==> config.mk <==
export PLATFORM = sky130hd
export DESIGN_NAME = alu_arbiter
export DESIGN_NICKNAME = d
export VERILOG_FILES = /design/src/rtl/alu_arbiter.sv
export SDC_FILE = /design/constraint.sdc
export NUM_CORES = 1
export LEC_CHECK = 0
export CAP_MARGIN = 20
export CORE_ASPECT_RATIO = 1.4
export CORE_MARGIN = 1.5
export CORE_UTILIZATION = 43
export CTS_CLUSTER_SIZE = 14
export DETAILED_ROUTE_END_ITERATION = 6
export GPL_ROUTABILITY_DRIVEN = 0
export PLACE_DENSITY_LB_ADDON = 0.05
export SLEW_MARGIN = 0
export SYNTH_ARGS = -nofsm -noshare
export SYNTH_HDL_FRONTEND = slang
export SYNTH_SLANG_ARGS = --single-unit
==> constraint.sdc <==
create_clock -name clk -period 1.89 [get_ports clk]
set_input_delay 0.2835 -clock clk [delete_from_list [all_inputs] [get_ports clk]]
set_output_delay 0.2835 -clock clk [all_outputs]
set_load 0.005 [all_outputs]
==> src/rtl/alu_arbiter.sv <==
// Two-requester round-robin front end for a shared multi-cycle ALU.
// Latency: grant in IDLE at N, alu_start at N+1, done no earlier than N+4 (ALU final in first WAIT cycle).
// Backpressure: a requester holds req with stable operands until its done pulse; the losing requester simply waits.
//
// Ports:
//   clk, rst            single clock, asynchronous active-low reset
//   req*/op*/a*/b*      per-requester job request, opcode (00 add, 01 sub, 10 mul, 11 div) and operands
//   done0/done1         one-cycle completion pulse for the owning requester; res/err valid with it
//   res, err            job result (0 on timeout) and timeout flag, held until the next completion
//   busy, owner         arbiter not idle / index of the granted requester
//   alu_start/op/inbus  strobe, opcode and operand byte towards the shared ALU (a in ISSUE, b afterwards)
//   alu_final/outbus    ALU completion flag and result, only looked at while waiting for the ALU
module alu_arbiter #(
  parameter int TIMEOUT = 64  // WAIT cycles allowed before abort, 2..255
) (
  input  logic        clk,
  input  logic        rst,
  input  logic        req0,
  input  logic        req1,
  input  logic [1:0]  op0,
  input  logic [1:0]  op1,
  input  logic [7:0]  a0,
  input  logic [7:0]  a1,
  input  logic [7:0]  b0,
  input  logic [7:0]  b1,
  output logic        done0,
  output logic        done1,
  output logic [15:0] res,
  output logic        err,
  output logic        busy,
  output logic        owner,
  output logic        alu_start,
  output logic [1:0]  alu_op,
  output logic [7:0]  alu_inbus,
  input  logic        alu_final,
  input  logic [15:0] alu_outbus
);

  localparam logic [2:0] IDLE   = 3'd0;
  localparam logic [2:0] ISSUE  = 3'd1;
  localparam logic [2:0] LOAD_B = 3'd2;
  localparam logic [2:0] WAIT   = 3'd3;
  localparam logic [2:0] DONE   = 3'd4;

  // The counter holds the number of completed WAIT cycles, so the last
  // permitted WAIT cycle is the one that starts with TIMEOUT-1.
  localparam logic [7:0] CNT_LAST = 8'(TIMEOUT - 1);

  logic [2:0]  state_q;
  logic        owner_q;
  logic        last_q;      // requester served by the most recent job
  logic        last_vld_q;  // cleared by reset so requester 0 wins the first tie
  logic [1:0]  op_q;
  logic [7:0]  a_q;
  logic [7:0]  b_q;
  logic [7:0]  cnt_q;
  logic [15:0] res_q;
  logic        err_q;
  logic        grant1;

  // Requester 1 wins when alone, or on a tie when requester 0 was served last.
  assign grant1 = req1 & (~req0 | (last_vld_q & ~last_q));

  always_ff @(posedge clk or negedge rst) begin
    if (!rst) begin
      state_q    <= IDLE;
      owner_q    <= 1'b0;
      last_q     <= 1'b0;
      last_vld_q <= 1'b0;
      op_q       <= 2'd0;
      a_q        <= 8'd0;
      b_q        <= 8'd0;
      cnt_q      <= 8'd0;
      res_q      <= 16'd0;
      err_q      <= 1'b0;
    end else begin
      case (state_q)
        IDLE: begin
          // Operands are captured here so later requester activity cannot
          // disturb the running job.
          if (req0 | req1) begin
            owner_q <= grant1;
            op_q    <= grant1 ? op1 : op0;
            a_q     <= grant1 ? a1 : a0;
            b_q     <= grant1 ? b1 : b0;
            state_q <= ISSUE;
          end
        end
        ISSUE: begin
          state_q <= LOAD_B;
        end
        LOAD_B: begin
          cnt_q   <= 8'd0;
          state_q <= WAIT;
        end
        WAIT: begin
          cnt_q <= cnt_q + 8'd1;
          // A final arriving in the last permitted cycle still counts as success.
          if (alu_final) begin
            res_q   <= alu_outbus;
            err_q   <= 1'b0;
            state_q <= DONE;
          end else if (cnt_q == CNT_LAST) begin
            res_q   <= 16'h0000;
            err_q   <= 1'b1;
            state_q <= DONE;
          end
        end
        DONE: begin
          last_q     <= owner_q;
          last_vld_q <= 1'b1;
          state_q    <= IDLE;
        end
        default: begin
          state_q <= IDLE;
        end
      endcase
    end
  end

  always_comb begin
    alu_inbus = 8'd0;
    case (state_q)
      ISSUE:        alu_inbus = a_q;
      LOAD_B, WAIT: alu_inbus = b_q;
      default:      alu_inbus = 8'd0;
    endcase
  end

  assign busy      = (state_q != IDLE);
  assign owner     = owner_q;
  assign alu_start = (state_q == ISSUE);
  assign alu_op    = op_q;
  assign done0     = (state_q == DONE) & ~owner_q;
  assign done1     = (state_q == DONE) &  owner_q;
  assign res       = res_q;
  assign err       = err_q;

endmodule

======== Word level (Yosys, flattened, before mapping) ========
Index checks and enable logic that the tools add are counted.
storage, ports and cells
  bits of input ports ..................... 57
  register bits after elaboration ......... 49
cells by class
  muxes and demuxes ....................... 13
  add/subtract/negate cells ............... 1
  bitwise gates (word level) .............. 9
  equal/unequal tests ..................... 7
  reduce and logical (&&, ||, !) cells .... 8
operators by type and width
  operator                                             count
  2-to-1 mux 16 bit                                    2
  one-hot mux 8 bit (2 select lines)                   2
  2-to-1 mux 8 bit                                     2
  one-hot mux 3 bit (4 select lines)                   1
  2-to-1 mux 3 bit                                     3
  adder 8 x 1 -> 8 bit, second input constant          1
  equality test 8 x 6 -> 1 bit, second input constant  1
  equality test 3 x 2 -> 1 bit, second input constant  2
  AND reduction 2 bit                                  3
  AND 1 bit                                            4
  nonzero test 2 bit                                   2
  equality test 3 x 1 -> 1 bit, second input constant  1
  equality test 3 bit, second input constant           1
  logical NOT 3 bit                                    1
  inequality test 3 bit, second input constant         1
  NOT 1 bit                                            3
  nonzero test 3 bit                                   1
  2-to-1 mux 1 bit                                     2
  2-to-1 mux 2 bit                                     1
  inequality test 2 bit, second input constant         1
  bitwise OR 1 bit                                     2
  OR reduction 2 bit                                   1

======== Logic depth before layout (Yosys ltp) ========
  depth after elaboration ................. 5
  gate-level depth with buffers ........... 6
  gate-level depth less buffers ........... 5

======== Worst setup path after synthesis ========
OpenSTA, ideal clock, no wires.
  path type ............................... register to register
  start ................................... reg cnt_q[0]
  end ..................................... reg res_q[10] (netlist: res[10])
  clock period less this slack ............ 1665 ps
  cell stages (with the launch flop) ...... 7
  path buffers ............................ 1
  required time ........................... 1769 ps
  library setup time ...................... 121 ps
  path slack .............................. 225 ps
  arrival ................................. 1544 ps
  path through ............................ dfrtp_1 -> ha_1 -> nand3_4 -> o41ai_4 -> nand2_4 -> buf_6 -> a22o_1
between the ends
  longest elaborated chain between the ends .. 3
ends and longest elaborated chain
  element                        line  source
  from (decl)                    56    logic [7:0] cnt_q;
  from (signal assigned)         97    cnt_q <= cnt_q + 8'd1;
  equality test 8 x 6 -> 1 bit   103   end else if (cnt_q == CNT_LAST) begin
  nonzero test 2 bit (no line)   --
  AND reduction 2 bit (no line)  --
  to (signal assigned)           100   res_q <= alu_outbus;
  to (decl)                      57    logic [15:0] res_q;
No other way between the ends.
A chain may end at the register's enable or synchronous reset.

======== Worst setup path in the final report ========
  start ................................... reg state_q[1]
  end ..................................... out alu_inbus[4]
between the ends
  longest elaborated chain between the ends .. 3
  elaborated cells on any way between the ends .. 5
  those cells by class .................... eq/ne: 3; mux: 1; reduce/logical: 1
ends and longest elaborated chain
  element                                 line  source
  from (decl)                             49    logic [2:0] state_q;
  from (signal assigned)                  66    state_q <= IDLE;
  from (signal assigned)                  86    state_q <= ISSUE;
  from (signal assigned)                  90    state_q <= LOAD_B;
  equality test 3 x 2 -> 1 bit            123   case (state_q)
  OR reduction 2 bit                      123
  one-hot mux 8 bit (2 select lines) (*)  123
  to (decl)                               34    output logic [7:0] alu_inbus,
Mark *: on every way between the ends. The rest lies on a longest branch, timed or not.

==> results.json <==
{
  "status": "finished, final reports clean",
  "routed_via_density": 5.15,
  "ys_types": 33,
  "start_kind": "register",
  "cp_max_fo": 8,
  "layout_common_cells": "clkdlybuf4s50_1 (75), dfrtp_1 (48), a21oi_1 (37), nand2_1 (32), a22o_1 (26)",
  "dp_hpwl_microns": 4130,
  "wirelength_microns": 5670,
  "syn_inst": 228,
  "grtUsageTotal_pct": 22.2,
  "tightest_slew_ns": 0.654,
  "placed_cell_area_sq_mm": 0.00327,
  "power_leakage_nw": 1.53,
  "drc_errors": 0,
  "crit_type": "register to output pin",
  "critPathBufInv": 2,
  "crit_start": "state_q[1]",
  "dieWidth_microns": 64.1,
  "synth-xor-area-share_pct": 0,
  "grt-ovfl-total": 0,
  "grt_pass1_wl_microns": 9820,
  "rr_endpoint": "alu_op[0]",
  "period_share_pct": 96.5,
  "synth.ff_latch_count": 49,
  "design_area_sq_mm": 0.00341,
  "drt_pass1_iterations": 4,
  "drive_above_1_share_pct": 14.9,
  "nets": 392,
  "maxCapViolCount": 0,
  "cts_tree": "built",
  "dpl_worst_slack_ns": 0.0918,
  "core-area_sq_mm": 0.00512,
  "core.rowCount": 31,
  "hold_path.class": "register to register",
  "avgSynthCellArea_sq_um": 9.87,
  "synth_top_family_by_area": "compound AO/OA/AOI/OAI gates",
  "min_period_ns": 1.82,
  "clockBufferDepth": 2,
  "area_growth_pct": 51.4,
  "die_height_microns": 88.6,
  "r2r_cells": 6,
  "synth_area_sq_mm": 0.00225,
  "worstSkewPairLatency_ns": 0.30,
  "synthAdderAreaFrac_pct": 0.556,
  "worstPathCellList": "nor2b_1, buf_4, a22o_1, dlygate4sd2_1",
  "cp_slowest_stage_delay_ns": 0.46,
  "synth_area_leaders": "dfrtp_1 (55%), a22o_1 (10%), a21oi_1 (8.7%), nand2_1 (5.3%), nor2_1 (4.3%)",
  "power_mw": 4.78,
  "avgRoutedWirePerCell_microns": 14.1,
  "ioPinCount": 89,
  "synthMuxAreaShare_pct": 1.33,
  "vias": 2065,
  "synth_top_cell_area_share_pct": 54.5,
  "required_ns": 1.61,
  "synth_fp_nets": 286,
  "diodes": 0,
  "grt_max_degree": 26,
  "finalSetupViolCount": 0,
  "first_global_vias": 2126,
  "post-route-util_pct": 66.5,
  "synth-compound-area-share_pct": 22.9,
  "power-per-cell-area_mw_per_mm2": 1400,
  "min-delay-start": "last_vld_q",
  "numCtsBuffers": 5,
  "dieArea_sq_mm": 0.00568,
  "r2r-start": "state_q[1]",
  "synth-warning-count": 0,
  "whs_ns": 0.479,
  "finalSetupTns_ns": 0,
  "htreeDepth": 2,
  "max_freq_mhz": 548,
  "layout_commonest_cell": "clkdlybuf4s50_1",
  "critPathTopFamily": "flip-flops",
  "seq_area_frac_synth_pct": 54.5,
  "r2r_slack_ns": 0.08,
  "synth-simple-area-share_pct": 17.2,
  "ir_worst_vdd_v": 0.000770,
  "root_buffer": "clkbuf_8",
  "cts.sink_count": 49,
  "finalHoldViolations": 0,
  "rsz0062_at_grt": "true",
  "antenna_left": 0,
  "finClkSkew_ns": 0.00833,
  "antenna_found_initial": 0,
  "hold_depth": 1,
  "instances_no_fill": 401,
  "drt_iter0_drc": 87,
  "critPathArrivalTime_ns": 1.54,
  "crit_path_top_delay_cell": "dfrtp_2",
  "end_kind": "output pin",
  "yosysTopAreaCell": "dfrtp_1",
  "slew_headroom_pct": 56.4,
  "initial_core_util_pct": 43.9,
  "path_clk_slew_ns": 0.09,
  "place_inst": 386,
  "min_to": "last_vld_q",
  "portBuffers": 88,
  "fin_ws_ns": 0.0659,
  "final-max-slew-violation-count": 0
}
worst reg2reg max path: stages, from the launching register on:
cell,delay (ns)
dfrtp_2,0.46
buf_4,0.17
or3_4,0.42
or2_1,0.25
buf_4,0.18
a21oi_1,0.13
a21oi_1,0.09
metal layers:
layer  GRT usage (%)  share of wire [%]
met5               0                  0
met4            7.16                1.0
met3            5.09                6.2
met2            39.6                 51
met1            26.7                 41
registers in the layout, indices dropped and copies added, names as in the netlist:
name,count
last_q,1
alu_op,2
a_q,8
state_q,3
cnt_q,8
owner,1
err,1
last_vld_q,1
res,16
b_q,8
final cells by class:
type	instances	area [sq um]
clock buffer	5	68.8
clock inverter	3	25.0
fill	437	1710
inverter	4	15.0
multi-input combinational	162	965
sequential	49	1230
tap	66	82.6
timing repair buffer	112	1020
worst max-delay path by stage:
stage                               to  slack, ns  cells past startpoint
final                     alu_inbus[4]       0.07                      4
after global routing      alu_inbus[4]     -0.004                      4
after CTS                        done0      -0.05                      5
after detailed placement  alu_inbus[1]       0.09                      4
after global placement    alu_inbus[1]       0.07                      4
after floorplan                res[10]       0.22                      6
Yosys cell counts, drive strengths merged:
| cell type | count |
|---|---|
| dfrtp | 49 |
| a21oi | 39 |
| nand2 | 33 |
| nor2 | 27 |
| a22o | 26 |
| buf | 9 |
| o21ai | 8 |
| nor3 | 6 |
| clkbuf | 4 |
| inv | 4 |
| mux2i | 3 |
| nand3 | 3 |
| and3 | 2 |
| nand2b | 2 |
| nor2b | 2 |
| a21o | 1 |
| ha | 1 |
| nand3b | 1 |
| nor3b | 1 |
| nor4 | 1 |
| o21a | 1 |
| o32ai | 1 |
| o41ai | 1 |
| or2 | 1 |
| or3 | 1 |
| or4 | 1 |
power by group:
group | switching, mW | internal [mW] | leakage [nW] | total, mW
combinational | 1.02 | 1.33 | 0.892 | 2.35
clock | 0.375 | 0.268 | 0.0447 | 0.643
sequential | 0.290 | 1.50 | 0.595 | 1.79
total | 1.69 | 3.10 | 1.53 | 4.78
kinds of logic after synthesis:
logic type,after synthesis
AND/OR/NAND/NOR,81
AO/OA/AOI/OAI,77
flip-flops,49
buffers and inverters,17
adder cells (fa/ha/maj),1
multiplexers,3
repair_timing:
action                     in CTS  in global routing
gates resized for setup        19                 17
hold endpoints to repair       22                  0
setup endpoints to repair      12                 21
hold buffers                    1                  0
setup buffers                   5                  0
pin swaps                       1                  2
cloned                          1                  0
No activity file was read; power rests on OpenSTA's default activity.
